==> src/rtl/pipe_hazard_ctrl.sv <==
// pipe_hazard_ctrl: Y86-64 pipeline stall/bubble control, condition codes,
// exception/halt state machine and saturating hazard counters.
module pipe_hazard_ctrl #(
  parameter int         CNT_W    = 32,
  parameter logic [3:0] STAT_AOK = 4'h1
) (
  input  logic             clk,
  input  logic             rst_n,
  input  logic [3:0]       D_icode,
  input  logic [3:0]       d_srcA,
  input  logic [3:0]       d_srcB,
  input  logic [3:0]       E_icode,
  input  logic [3:0]       E_ifun,
  input  logic [3:0]       E_dstM,
  input  logic [3:0]       M_icode,
  input  logic [3:0]       m_stat,
  input  logic [3:0]       W_stat,
  input  logic [2:0]       alu_cc,
  output logic             e_cnd,
  output logic             set_cc,
  output logic [2:0]       cc,
  output logic             F_stall,
  output logic             D_stall,
  output logic             W_stall,
  output logic             D_bubble,
  output logic             E_bubble,
  output logic             M_bubble,
  output logic             halted,
  output logic [3:0]       halt_code,
  output logic [CNT_W-1:0] stall_cnt,
  output logic [CNT_W-1:0] mispred_cnt
);
  typedef enum logic [1:0] {RUN, DRAIN, HALTED} state_e;
  state_e state_q, state_d;
  logic [2:0] cc_q, cc_d;
  logic [3:0] halt_code_q, halt_code_d, m_stat_v, w_stat_v;
  logic [CNT_W-1:0] stall_cnt_q, stall_cnt_d, mispred_cnt_q, mispred_cnt_d;
  logic load_use, ret_pend, mispred, exc, m_bad, w_bad, cond, run, drain, hlt, lt;
  // Stat inputs read as AOK while reset is held so the controls settle to reset values
  assign m_stat_v = rst_n ? m_stat : STAT_AOK;
  assign w_stat_v = rst_n ? W_stat : STAT_AOK;
  always_comb begin
    run = state_q == RUN;
    drain = state_q == DRAIN;
    hlt = state_q == HALTED;
    load_use = (E_icode == 4'h5 || E_icode == 4'hB) && E_dstM != 4'hF &&
               (E_dstM == d_srcA || E_dstM == d_srcB);
    ret_pend = D_icode == 4'h9 || E_icode == 4'h9 || M_icode == 4'h9;
    m_bad = m_stat_v != STAT_AOK;
    w_bad = w_stat_v != STAT_AOK;
    exc = m_bad | w_bad;
    lt = cc_q[1] ^ cc_q[2];
    cond = 1'b0;
    case (E_ifun)
      4'h0: cond = 1'b1;
      4'h1: cond = lt | cc_q[0];
      4'h2: cond = lt;
      4'h3: cond = cc_q[0];
      4'h4: cond = ~cc_q[0];
      4'h5: cond = ~lt;
      4'h6: cond = ~lt & ~cc_q[0];
      default: cond = 1'b0;
    endcase
    e_cnd = (E_icode == 4'h2 || E_icode == 4'h7) & cond;
    mispred = E_icode == 4'h7 && !e_cnd;
    F_stall = hlt | load_use | ret_pend;
    D_stall = hlt | load_use;
    D_bubble = ~hlt & (mispred | (ret_pend & ~load_use));
    E_bubble = hlt | mispred | load_use;
    M_bubble = hlt | drain | exc;
    W_stall = hlt | w_bad;
    set_cc = run & (E_icode == 4'h6) & ~exc;
    cc_d = set_cc ? alu_cc : cc_q;
    state_d = (!hlt && w_bad) ? HALTED : (run && m_bad) ? DRAIN : state_q;
    halt_code_d = (!hlt && w_bad) ? w_stat_v : halt_code_q;
    stall_cnt_d = (run && (load_use || ret_pend) && !(&stall_cnt_q)) ?
                  stall_cnt_q + CNT_W'(1) : stall_cnt_q;
    mispred_cnt_d = (run && mispred && !(&mispred_cnt_q)) ?
                    mispred_cnt_q + CNT_W'(1) : mispred_cnt_q;
  end
  always_ff @(posedge clk or negedge rst_n) begin
    if (!rst_n) begin
      state_q <= RUN;
      cc_q <= 3'b001;
      halt_code_q <= 4'h0;
      stall_cnt_q <= '0;
      mispred_cnt_q <= '0;
    end else begin
      state_q <= state_d;
      cc_q <= cc_d;
      halt_code_q <= halt_code_d;
      stall_cnt_q <= stall_cnt_d;
      mispred_cnt_q <= mispred_cnt_d;
    end
  end
  assign cc = cc_q;
  assign halted = state_q == HALTED;
  assign halt_code = halt_code_q;
  assign stall_cnt = stall_cnt_q;
  assign mispred_cnt = mispred_cnt_q;
endmodule

==> config.mk <==
export PLATFORM = sky130hd
export DESIGN_NAME = pipe_hazard_ctrl
export DESIGN_NICKNAME = d
export VERILOG_FILES = /design/src/rtl/pipe_hazard_ctrl.sv
export SDC_FILE = /design/constraint.sdc
export NUM_CORES = 1
export LEC_CHECK = 0
export ABC_AREA = 1
export BUFFER_PORTS_ARGS = -buffer_cell sky130_fd_sc_hd__buf_4
export CORE_MARGIN = 2
export CORE_UTILIZATION = 59
export CTS_CLUSTER_SIZE = 30
export DETAILED_ROUTE_END_ITERATION = 8
export GPL_ROUTABILITY_DRIVEN = 0
export PLACE_DENSITY = 0.9
export SYNTH_ARGS = -nofsm -noshare
export SYNTH_HDL_FRONTEND = slang
export SYNTH_SLANG_ARGS = --single-unit
==> constraint.sdc <==
create_clock -name clk -period 3.1 [get_ports clk]
set_input_delay 0.31 -clock clk [delete_from_list [all_inputs] [get_ports clk]]
set_output_delay 0.31 -clock clk [all_outputs]
set_load 0.1 [all_outputs]
* Yosys cells after proc, flatten, opt, wreduce, memory -nomap -nowiden
Cells that the tools add are included.
** Operators by class
- $add $sub $neg :: 2
- $mul :: 0
- Divide/modulo/power cells :: 0
- $lt $le $gt $ge :: 0
- Eq/ne operators :: 21
- Shift operators :: 0
- Mux-type cells :: 5
- Bitwise logic cells :: 22
- Reductions and logical operators :: 24
** Operators with widths (count)
- 32-bit by 1-bit adder with 32-bit output, second input constant :: 2
- 32-bit AND reduction :: 2
- 4-bit by 3-bit == test with 1-bit output, second input constant :: 6
- 4-bit == test, second input constant :: 4
- 4-bit by 2-bit == test with 1-bit output, second input constant :: 3
- 1-bit bitwise OR :: 10
- 1-bit logical AND :: 9
- 4-bit == test :: 2
- 4-bit two-way mux :: 2
- 4-bit by 1-bit inequality test with 1-bit output, second input constant :: 2
- 1-bit one-hot mux with 7 select lines :: 1
- 1-bit bitwise AND :: 6
- 1-bit logical OR :: 6
- 1-bit inverter :: 5
- 4-bit by 1-bit == test with 1-bit output, second input constant :: 1
- 1-bit zero test :: 4
- 4-bit zero test :: 1
- 2-bit two-way mux :: 2
- 4-bit inequality test, second input constant :: 1
- 2-bit by 1-bit == test with 1-bit output, second input constant :: 1
- 2-bit == test, second input constant :: 1
- 2-bit zero test :: 1
- 2-bit nonzero test :: 1
- 1-bit bitwise XOR :: 1
** Word-level totals
- Register bits after elaboration :: 73
- Latch bits :: 0
- Memory bits (writable) :: 0
- ROM bits :: 0
- Input port bits :: 41
- Output and inout port bits :: 80
- Logic and storage cells :: 79
- Memories :: 0

* Logic depth before layout (Yosys ltp)
- Depth after elaboration :: 9
- Depth in mapped cells :: 11
- Depth with buffers taken out :: 10

* Worst setup path before layout
Ideal clock, no wire load.
- Path type :: register -> output
- Start point :: register state_q[0]
- End point :: output D_bubble
- Arrival time :: 4.144 ns
- Required time :: 2.790 ns
- Slack :: -1.354 ns
- Cell stages (with the launch flop) :: 6
- Path buffers :: 0
- Cells stage by stage :: dfrtp_1 -> inv_1 -> ha_1 -> inv_1 -> nand2_1 -> o21ai_0
** Between the ends
- Cells in the longest elaborated chain, start to end :: 3
** RTL lines
- from (decl) :: line 34 : state_e state_q, state_d;
- from (signal assigned) :: line 89 : state_q <= state_d;
- 2-bit == test
- net halted :: line 28 : output logic halted,
- 1-bit inverter :: line 68 : D_bubble = ~hlt & (mispred | (ret_pend & ~load_use));
- 1-bit bitwise AND :: line 68
- to (decl) :: line 25 : output logic D_bubble,
The timed path passes the listed nets, and every way through them passes these cells.

* Final worst setup path
- Start point :: input rst_n
- End point :: output set_cc
** Between the ends
- Cells in the longest elaborated chain, start to end :: 5
- Elaborated cells on any way between the ends :: 7
- Those cells by class :: eq/ne (2); mux (2); bitwise (3)
** RTL lines
- from (decl) :: line 8 : input logic rst_n,
- 4-bit two-way mux (on tied branches) :: line 40, 41
- 4-bit by 1-bit inequality test with 1-bit output (on tied branches) :: line 49, 50
- 1-bit bitwise OR * :: line 51 : exc = m_bad | w_bad;
- 1-bit inverter * :: line 72 : set_cc = run & (E_icode == 4'h6) & ~exc;
- 1-bit bitwise AND * :: line 72
- to (decl) :: line 20 : output logic set_cc,
Every way passes the cells marked *; elsewhere a longest branch is shown, timed or not.

==> results.md <==
* Outcome: completed
* Gr usage total at 0.310
* CP most frequent cell: inv_1
* Worst Path Required at 2.79 ns
* Final core occ at 0.736
* Clk buf depth at 2
* Mean Syn Cell Area at 6.52 um^2
* CP delay by family, top: buffers and inverters
* First-pass GRT wire length at 24.9 mm
* Die ar. at a little under 0.01 mm^2
* CP Max Fanout at 33
* Min cycle time layout at ~2.7 ns
* Drt pass-1 iters at 6
* Top_reg_cell synth: dfrtp_1
* Headroom to the max-slew limit at 0.414
* Number of diodes at 0
* Fin nets at 971
* CP max stage cell: dlygate4sd3_1
* Die H at approximately 99 um
* Area fraction of the dominant cell type after synthesis at 0.341
* Pre-CTS setup slack at 0.777 ns
* Post-synth top cells: nand2_1 (372), nor2_1 (115), dfrtp_1 (72)
* Buf/Inv on CP at 6
* H-tree levels at 3
* Vias at around 5,800
* CTS tree: yes
* Hpwl dp at around 11 mm
* Vias in the first global route at 5,403
* Switching share of total power at 0.476
* P_sw at 1.43 mW
* Setup WS post-layout at 0.424 ns
* YS warnings at 0
* Post-synthesis sequential area ratio at 0.346
* Asr flop ratio synth at 1.00
* Layout fillers at 729
* Layout cells sized above 1 at 0.182
* DP Area at 0.00621 mm^2
* Largest net degree at the start of global routing at 48
* Worst Tran Pin Value at between 0.8 and 0.9 ns
* Synth Cell Area at 0.00528 mm^2
* Setup_tns at 0 ns
* Initial core utilization at 0.608
* Synth top area cells: dfrtp_1 (34%), nand2_1 (26%), nor2_1 (8.2%)
* Crit. End Element: primary output
* Post-synth top area cell: dfrtp_1
* Clk pin slew, worst setup/hold paths at about 0.080 ns
* Pleak at 3.29 nW
* Crit path cell chain: dlygate4sd3_1 > buf_4 > inv_1 > nor2_1 > a21oi_1 > nand3_1 > inv_1 > nand2_1 > or2_2 > inv_1 > buf_4
* RSZ-0062 raised after global routing: false
* Grt total ovfl at 0
* Share of total power in combinational logic at 0.413
* Post-Synthesis Cells at 810
* Syn nets at approximately 860
* Worst hold path type: in -> reg
* Final Max Tran Viols at 0
* Final hold violation count at 0
* Crit path arrival time at 2.37 ns
* Antenna viol nets, final at 0
* Synth unique cells at 29
* Final Instance Area at approximately 0.0064 mm^2
* Total power at 3.00 mW
* Num CTS Buffers at 9
* Worst Setup Start Kind: input port
* Max Cap Viol at 0
* Final cycle utilization of the critical path at 0.863
* P&R area growth vs syn at 21.0%
* Core Area at 0.00868 mm^2
* Die Wd at 98.6 um
* FP Rows at 34
* Crit path largest cell delay at roughly 0.53 ns
* Setup violators final at 0
* Residual DRC at 0
* Sequential power share at 0.362
* Post-Route Skew at ~0.012 ns
* WL final at 14.6 mm
* Wirelength per Cell at 14.1 um
* Power density over the cells at between 400 and 500 mW/mm^2
* Initial antenna violation count at 0
* Peak supply drop at 1050 uV
* Critical path type: in -> out
* Via density at 5.55
* Power Internal at 1.57 mW
* Number of enable flip-flop cells after synthesis at 0
* Iter 0 DRT Violations at 399
* Worst-Skew Late Latency at 0.35 ns
* Buffers on Ports at 120
* Fmax achieved at 374 MHz
* Root Buffer: clkbuf_8
* FF+latch count, synth at 73
* Clock power frac at 0.225
* PostCTS Resize Cnt at 0
* Most common cell in the netlist: nand2_1
* Top Ports at 121
* CTS sink count at 73
timing repair:
| item | CTS | global route |
|---|---|---|
| buffers inserted | 0 | 0 |
| hold buffers | 1 | 0 |
| hold endpoints to repair | 27 | 0 |
| endpoints found under the setup margin | 0 | 0 |
power groups by stage:
stage,sequential (mW),clock (mW),combinational (mW)
detailed placement,1.10,0,1.23
CTS,1.08,0.683,1.24
global placement,1.10,0,1.21
finish,1.09,0.676,1.24
global route,1.09,0.718,1.29
floorplan,1.50,0,0.541
cells in the final DEF (no fill, tap or decap), types with 2 or more instances in the layout:
cell type | netlist | layout
nand2_4 | 2 | 2
dfrtp_1 | 72 | 72
buf_4 | 1 | 126
nand3_2 | 3 | 3
ha_1 | 4 | 4
nand4_1 | 36 | 36
nor2_1 | 115 | 115
or2_2 | 3 | 3
nand2_1 | 372 | 372
xnor2_1 | 8 | 8
inv_1 | 39 | 39
a21oi_2 | 2 | 2
clkinvlp_4 | 0 | 3
clkinv_2 | 0 | 2
nor2_2 | 7 | 7
nand2_2 | 3 | 3
nand3_1 | 45 | 45
nor2_4 | 4 | 4
nand3b_1 | 28 | 28
clkbuf_8 | 0 | 10
xor2_1 | 28 | 28
o21ai_0 | 11 | 10
metrics by stage:
step / instances / hold WS [ns]
CTS: 1038 / 0.150
global placement: 1022 / 0.267
floorplan: 810 / 0.0144
finish: 1038 / 0.153
global route: 1038 / 0.159
detailed placement: 1022 / 0.265
metal layers:
metal / vias to the layer above / track usage / wire (um)
met5: - / 0 / 0
met4: 0 / 0.131 / 440
met3: 43 / 0.0362 / 1070
met2: 294 / 0.516 / 7000
met1: 2621 / 0.411 / 6080
li1: 2798 / - / -
kinds of logic (layout without fill, tap and decap cells):
| group | count (synthesis) | after routing | synth area share |
|---|---|---|---|
| compound gates | 15 | 15 | 0.0161 |
| xor+xnor | 36 | 36 | 0.0597 |
| fa+ha+maj | 4 | 4 | 0.00948 |
| buf+inv | 62 | 182 | 0.0595 |
| flops | 73 | 73 | 0.346 |
| simple gates | 620 | 620 | 0.509 |
final timing paths:
check	end	depth (start not counted)	slack, ns	startpoint
hold / removal	cc[2]	3	0.15	alu_cc[2]
setup / recovery	set_cc	11	0.42	rst_n
min in group asynchronous	halt_code[0]	2	0.43	rst_n
hold reg to reg	halt_code[2]	2	0.50	halt_code[2]
setup reg to reg	mispred_cnt[10]	8	0.73	mispred_cnt[0]
max in group asynchronous	mispred_cnt[24]	3	1.72	rst_n
registers in the layout, indices dropped and copies added, names as in the netlist:
signal,flops
cc,3
mispred_cnt,32
state_q,2
halt_code,4
stall_cnt,32
layout make-up:
cell class                 count  area, um^2  area share
clock inverter                 5        32.5     0.00509
multi-input combinational    675        3150       0.493
timing repair buffer         127         956       0.150
sequential                    73        1830       0.286
tap                          108         135      0.0212
clock buffer                  10         138      0.0216
inverter                      40         150      0.0235
worst reg2reg max path, cell delays in order (launching register included):
cell	delay, ns
dfrtp_1	0.45
ha_1	0.30
nand3_2	0.15
nor2_2	0.19
nand3_1	0.11
nor2_1	0.12
nand3_2	0.53
nand4_1	0.33
nand2_1	0.07
Note: power is estimated with default switching activity, not from simulation.
